$ cat config.mk
export PLATFORM = sky130hd
export DESIGN_NAME = dmem_arbiter
export DESIGN_NICKNAME = d
export VERILOG_FILES = /design/src/rtl/dmem_arbiter.sv
export SDC_FILE = /design/constraint.sdc
export NUM_CORES = 1
export LEC_CHECK = 0
export CORE_AREA = 2 2 636 638
export CTS_BUF_LIST = sky130_fd_sc_hd__clkbuf_4 sky130_fd_sc_hd__clkbuf_8
export DETAILED_ROUTE_END_ITERATION = 6
export DIE_AREA = 0 0 638 640
export PLACE_DENSITY = 0.3
export SYNTH_ARGS = -nofsm -noshare
export SYNTH_HDL_FRONTEND = slang
export SYNTH_SLANG_ARGS = --single-unit
export TNS_END_PERCENT = 100
$ cat constraint.sdc
create_clock -name clk_i -period 4.3 [get_ports clk_i]
set_input_delay 0.86 -clock clk_i [delete_from_list [all_inputs] [get_ports clk_i]]
set_output_delay 0.86 -clock clk_i [all_outputs]
set_load 0.01 [all_outputs]
$ cat src/rtl/dmem_arbiter.sv
// rtl/dmem_arbiter.sv - round-robin arbiter sharing one 256-bit line memory port between two cache clients
module dmem_arbiter #(
   parameter int TIMEOUT = 64
) (
   input  logic         clk_i,
   input  logic         rst_i,
   input  logic         m0_enable_i,
   input  logic         m0_write_i,
   input  logic [31:0]  m0_addr_i,
   input  logic [255:0] m0_data_i,
   output logic [255:0] m0_data_o,
   output logic         m0_ack_o,
   input  logic         m1_enable_i,
   input  logic         m1_write_i,
   input  logic [31:0]  m1_addr_i,
   input  logic [255:0] m1_data_i,
   output logic [255:0] m1_data_o,
   output logic         m1_ack_o,
   output logic         mem_enable_o,
   output logic         mem_write_o,
   output logic [31:0]  mem_addr_o,
   output logic [255:0] mem_data_o,
   input  logic [255:0] mem_data_i,
   input  logic         mem_ack_i,
   output logic         grant_o,
   output logic         busy_o,
   output logic         err_o
);

   localparam int WDW = $clog2(TIMEOUT + 1);
   localparam logic [WDW-1:0] WDOG_MAX = WDW'(TIMEOUT);

   typedef enum logic {
      IDLE = 1'b0,
      BUSY = 1'b1
   } state_t;

   state_t         state_q, state_d;
   logic           grant_q, grant_d;
   logic           last_q, last_d;
   logic           err_q, err_d;
   logic [WDW-1:0] wdog_q, wdog_d;

   // Read data is broadcast; only the acked requester samples it.
   assign m0_data_o = mem_data_i;
   assign m1_data_o = mem_data_i;
   assign grant_o   = grant_q;
   assign busy_o    = (state_q == BUSY);
   assign err_o     = err_q;

   // State register; last starts at 1 so requester 0 wins the first tie.
   always_ff @(posedge clk_i or posedge rst_i) begin
      if (rst_i) begin
         state_q <= IDLE;
         grant_q <= 1'b0;
         last_q  <= 1'b1;
         wdog_q  <= '0;
         err_q   <= 1'b0;
      end else begin
         state_q <= state_d;
         grant_q <= grant_d;
         last_q  <= last_d;
         wdog_q  <= wdog_d;
         err_q   <= err_d;
      end
   end

   // Arbitration, memory-port mux, ack routing and watchdog.
   always_comb begin
      state_d      = state_q;
      grant_d      = grant_q;
      last_d       = last_q;
      wdog_d       = wdog_q;
      err_d        = err_q;
      m0_ack_o     = 1'b0;
      m1_ack_o     = 1'b0;
      mem_enable_o = 1'b0;
      mem_write_o  = 1'b0;
      mem_addr_o   = '0;
      mem_data_o   = '0;
      case (state_q)
         IDLE: begin
            // A stray mem_ack_i here is deliberately ignored.
            if (m0_enable_i || m1_enable_i) begin
               state_d = BUSY;
               wdog_d  = '0;
               if (m0_enable_i && m1_enable_i) begin
                  grant_d = ~last_q;
               end else begin
                  grant_d = m1_enable_i;
               end
            end
         end
         BUSY: begin
            // The transaction is committed: enable drops from the client do not abort it.
            mem_enable_o = 1'b1;
            mem_write_o  = grant_q ? m1_write_i : m0_write_i;
            mem_addr_o   = grant_q ? m1_addr_i  : m0_addr_i;
            mem_data_o   = grant_q ? m1_data_i  : m0_data_i;
            if (mem_ack_i) begin
               m0_ack_o = ~grant_q;
               m1_ack_o = grant_q;
               last_d   = grant_q;
               state_d  = IDLE;
            end else begin
               if (wdog_q != WDOG_MAX) begin
                  wdog_d = wdog_q + 1'b1;
               end
               if (wdog_d == WDOG_MAX) begin
                  err_d = 1'b1;
               end
            end
         end
         default: begin
            state_d = IDLE;
         end
      endcase
   end

endmodule

==> Yosys cells after proc, flatten, opt, wreduce, memory -nomap -nowiden <==
Cells that the tools add are included.
{ "classes": {"n_addsub": 1, "mux": 21, "eq_ne": 4, "n_bitwise": 4, "reduce_logical": 6} }
{ "op_table": {"columns": ["op", "count"], "rows": [
  ["two-way mux 256 bit", 2],
  ["two-way mux 32 bit", 2],
  ["two-way mux 7 bit", 5],
  ["one-hot mux 7 bit (2 select lines)", 1],
  ["two-way mux 1 bit", 10],
  ["adder 7 x 1 -> 7 bit, second input constant", 1],
  ["== test 7 bit, second input constant", 1],
  ["inequality test 7 bit, second input constant", 1],
  ["AND reduction 2 bit", 3],
  ["inequality test 2 bit, second input constant", 2],
  ["inverter 1 bit", 4],
  ["AND reduction 3 bit", 1],
  ["one-hot mux 1 bit (2 select lines)", 1],
  ["logical AND 1 bit", 1],
  ["logical OR 1 bit", 1]
]} }
{ "totals": {"elab_cells": 41, "ff_bits": 11, "output_inout_bits": 807} }

==> Longest topological paths before layout <==
{ "depth": {"word_depth": 6, "depth_mapped": 6, "mapped_depth_nobuf": 6} }

==> Least setup slack after synthesis <==
Ideal clock, no wire load.
{ "synth_path": {"kind": "register -> output", "startpoint": "reg state_q (netlist: busy_o)", "endpoint": "out mem_data_o[180]", "setup_slack_ps": 2204, "stages_incl_launch_ff": 5, "arrival_time_ps": 1236, "path_cell_list": "dfrtp_1 -> inv_1 -> clkbuf_1 -> buf_1 -> nor2_1"} }
{ "synth_via": {"elab_chain_cells": 1} }
{ "synth_rtl": {"columns": ["item", "line_no", "text"], "rows": [
  ["from (decl)", "38", "state_t state_q, state_d;"],
  ["from (signal assigned)", "60", "state_q <= state_d;"],
  ["two-way mux 256 bit", "81", "case (state_q)"],
  ["to (decl)", "22", "output logic [255:0] mem_data_o,"]
]} }
Every way passes these cells.

==> Worst setup path after layout <==
{ "layout_path": {"startpoint": "reg grant_q (netlist: grant_o)", "endpoint": "out mem_data_o[152]"} }
{ "layout_via": {"elab_chain_cells": 2} }
{ "layout_rtl": {"columns": ["item", "line_no", "text"], "rows": [
  ["from (decl)", "39", "logic grant_q, grant_d;"],
  ["from (signal assigned)", "61", "grant_q <= grant_d;"],
  ["two-way mux 256 bit", "99", "mem_data_o = grant_q ? m1_data_i : m0_data_i;"],
  ["two-way mux 256 bit", "81", null]
]} }
Every way passes these cells.

==> impl_metrics.env <==
export IMPL_status="finished, final reports clean"
export IMPL_startpoint="grant_o"
export IMPL_grt_start_max_net_pins=90
export IMPL_rsz0062_at_grt="false"
export IMPL_antenna_left=0
export IMPL_grt_pass1_vias=10900
export IMPL_power_leakage_uw=0.00625
export IMPL_synthTopCellsByArea="buf_4 (44%), mux2i_1 (33%), nor2_1 (12%)"
export IMPL_vias=11500
export IMPL_cts_tree="done"
export IMPL_fill_cells=47500
export IMPL_clockBufferDepth=2
export IMPL_path_max_fanout=28
export IMPL_cts_setup_buffers=0
export IMPL_synth_cell_area_mm2=0.00878
export IMPL_reg2reg_from="busy_o"
export IMPL_die_w_um=638
export IMPL_grt_util_met2_pct=22.3
export IMPL_cp_end_kind="primary output"
export IMPL_critPathKind="reg -> out"
export IMPL_worst_pin_slew_ps=1020
export IMPL_synth_seq_cells=11
export IMPL_multi_input_area_mm2=0.00433
export IMPL_syn_nets=2070
export IMPL_core_area_mm2=0.401
export IMPL_grt_pass1_wl_um=299000
export IMPL_placed_area_mm2=0.0202
export IMPL_required_ps=3440
export IMPL_start_util_pct=2.19
export IMPL_cp_start_kind="flip-flop"
export IMPL_grt_use_met3_pct=13.9
export IMPL_cap_violations=0
export IMPL_gp_congestion=0.866
export IMPL_cts_root_buf="clkbuf_8"
export IMPL_route_detailed_drc=0
export IMPL_numCtsBuffers=3
export IMPL_die_y_um=640
export IMPL_max_freq_mhz=249
export IMPL_fin_skew_ps=2.43
export IMPL_hpwl_um=264000
export IMPL_instances_no_fill=6872
export IMPL_dr_pass1_iters=5
export IMPL_reg2regPathDepth=5
export IMPL_hold_slack_ps=512
export IMPL_whs_path_depth=1
export IMPL_yosysWarnings=0
export IMPL_overflow=0
export IMPL_vias_per_cell=1.68
export IMPL_pin_count=1646
export IMPL_syn_to_final_growth_pct=132
export IMPL_grt_total_usage_pct=12.8
export IMPL_design_area_mm2=0.0203
export IMPL_fin_nets=2398
export IMPL_drt_wl_total_um=275000
export IMPL_yosysTopAreaCellShare_pct=43.9
export IMPL_io_buffers=877
export IMPL_hold_viol=0
export IMPL_slew_viol_final=0
export IMPL_ys_seq_area_share_pct=3.15
export IMPL_clk_latency_ps=240
export IMPL_ir_worst_vdd_uv=115
export IMPL_p_total_uw=4860
export IMPL_avgRoutedWirePerCell_um=40.0
export IMPL_htreeDepth=1
export IMPL_relSlewSlack_pct=30.4
export IMPL_avgSynthCellArea_um2=7.14
export IMPL_synth_top_cell_by_area="buf_4"
export IMPL_clock_sinks=11
export IMPL_pwr_density_cell_mw_per_mm2=239
export IMPL_netlist_instances=1229
export IMPL_setup_viol=0
export IMPL_worstSetupEndpoint="mem_data_o[152]"
export IMPL_dp_cells=6839
export IMPL_register_area_um2=280
export IMPL_use_met1_pct=8.98
export IMPL_r2r_slack_ps=2310
export IMPL_top_usage_layer="met2"
export IMPL_ys_types=34
export IMPL_min_period_ps=4020
export IMPL_arrival_ps=3160
export IMPL_cts_clk_slew_worst_paths_ps=50
export IMPL_hold_class="reg -> reg"
export IMPL_period_share_pct=93.6
export IMPL_antenna_found_initial=234
export IMPL_row_count=233
export IMPL_layout_drive_gt1_share_pct=7.07
export IMPL_drtIter0Drc=681
export IMPL_die_area_mm2=0.408
export IMPL_reg2reg_to="grant_o"
flip-flops by register name (all words and copies together), names as in the netlist:
name,flops
wdog_q,7
err_o,1
busy_o,1
grant_o,1
last_q,1
layout by cell type (no fill, tap or decap), drive strengths merged:
master         netlist  final
a211oi               1      1
a21o                 1      1
a31o                 1      1
a31oi                2      2
a32o                 1      1
and3                 3      3
buf                557     97
clkbuf              24      4
clkdlybuf4s50        0    807
dfrtp               10     10
dfstp                1      1
diode                0     29
ha                   2      2
inv                  6      6
mux2                 1      1
mux2i              289    289
nand2                6      6
nand2b               1      1
nand3b               1      1
nand4                3      3
nor2               292    292
nor2b                1      1
nor3                 2      2
o211ai               2      2
o21a                 1      1
o21ai               14     14
o31ai                2      2
o41ai                2      2
or3                  2      2
xnor2                1      1
cells by family after synthesis:
family	share of synthesized area (%)
buffers and inverters	47.6
AOI/OAI and AO/OA	2.01
and+or+nand+nor	13.8
adders and majority gates	0.285
xor gates and xnor gates	0.0998
muxes	33.1
DFF	3.15
worst min path at each step:
stage,start,to,slack (ps)
floorplan,wdog_q[6],wdog_q[6],480
global placement,last_q,last_q,500
detailed placement,last_q,last_q,500
CTS,last_q,last_q,510
global route,last_q,last_q,520
finish,last_q,last_q,510
critical path, stage by stage (launching register included):
cell             delay, ps
dfrtp_4                830
buf_12                 270
buf_4                  230
mux2i_1                860
nor2_1                  80
clkdlybuf4s50_1        520
final cells by class:
| cell class | instances | area share (%) |
|---|---|---|
| antenna | 29 | 0.357 |
| inverter | 6 | 0.148 |
| sequential | 11 | 1.38 |
| timing repair buffer | 904 | 44.1 |
| tap | 5287 | 32.5 |
| multi-input combinational | 631 | 21.3 |
| clock buffer | 4 | 0.240 |
power by group:
part,switching [µW],leakage (µW),internal [µW]
sequential,66.7,0.000142,118
clock,42.0,0.0000264,71.7
combinational,2710,0.00608,1850
stage by stage:
| stage | worst slack [ps] | utilization (%) | TNS, ps |
|---|---|---|---|
| after global placement | -86.7 | 5.04 | -86.7 |
| after floorplan | 2200 | - | 0 |
| final | 276 | 5.07 | 0 |
| after global routing | 232 | 5.06 | 0 |
| after CTS | 241 | 5.05 | 0 |
| after detailed placement | -60.5 | 5.04 | -60.5 |
timing repair:
item	4_1_cts	5_1_grt
resized for setup	1	0
setup endpoints to repair	1	0
hold buffers	0	0
Yosys cell counts, drive strengths merged:
library cell and n:
nand4 3, o211ai 2, mux2i 289, xnor2 1
o31ai 2, dfstp 1, o21a 1, nor2b 1
dfrtp 10, or3 2, inv 6, o41ai 2
nand2 6, a31o 1, a32o 1, o21ai 14
a31oi 2, a21o 1, buf 557, nand2b 1
and3 3, a211oi 1, nor2 292, clkbuf 24
nand3b 1, ha 2, mux2 1, nor3 2
per-layer routing:
metal	up-vias	wire, µm
met5	-	683
met4	54	12100
met3	573	65500
met2	2013	131000
met1	4734	65500
li1	4154	-
No activity file was read; power rests on OpenSTA's default activity.
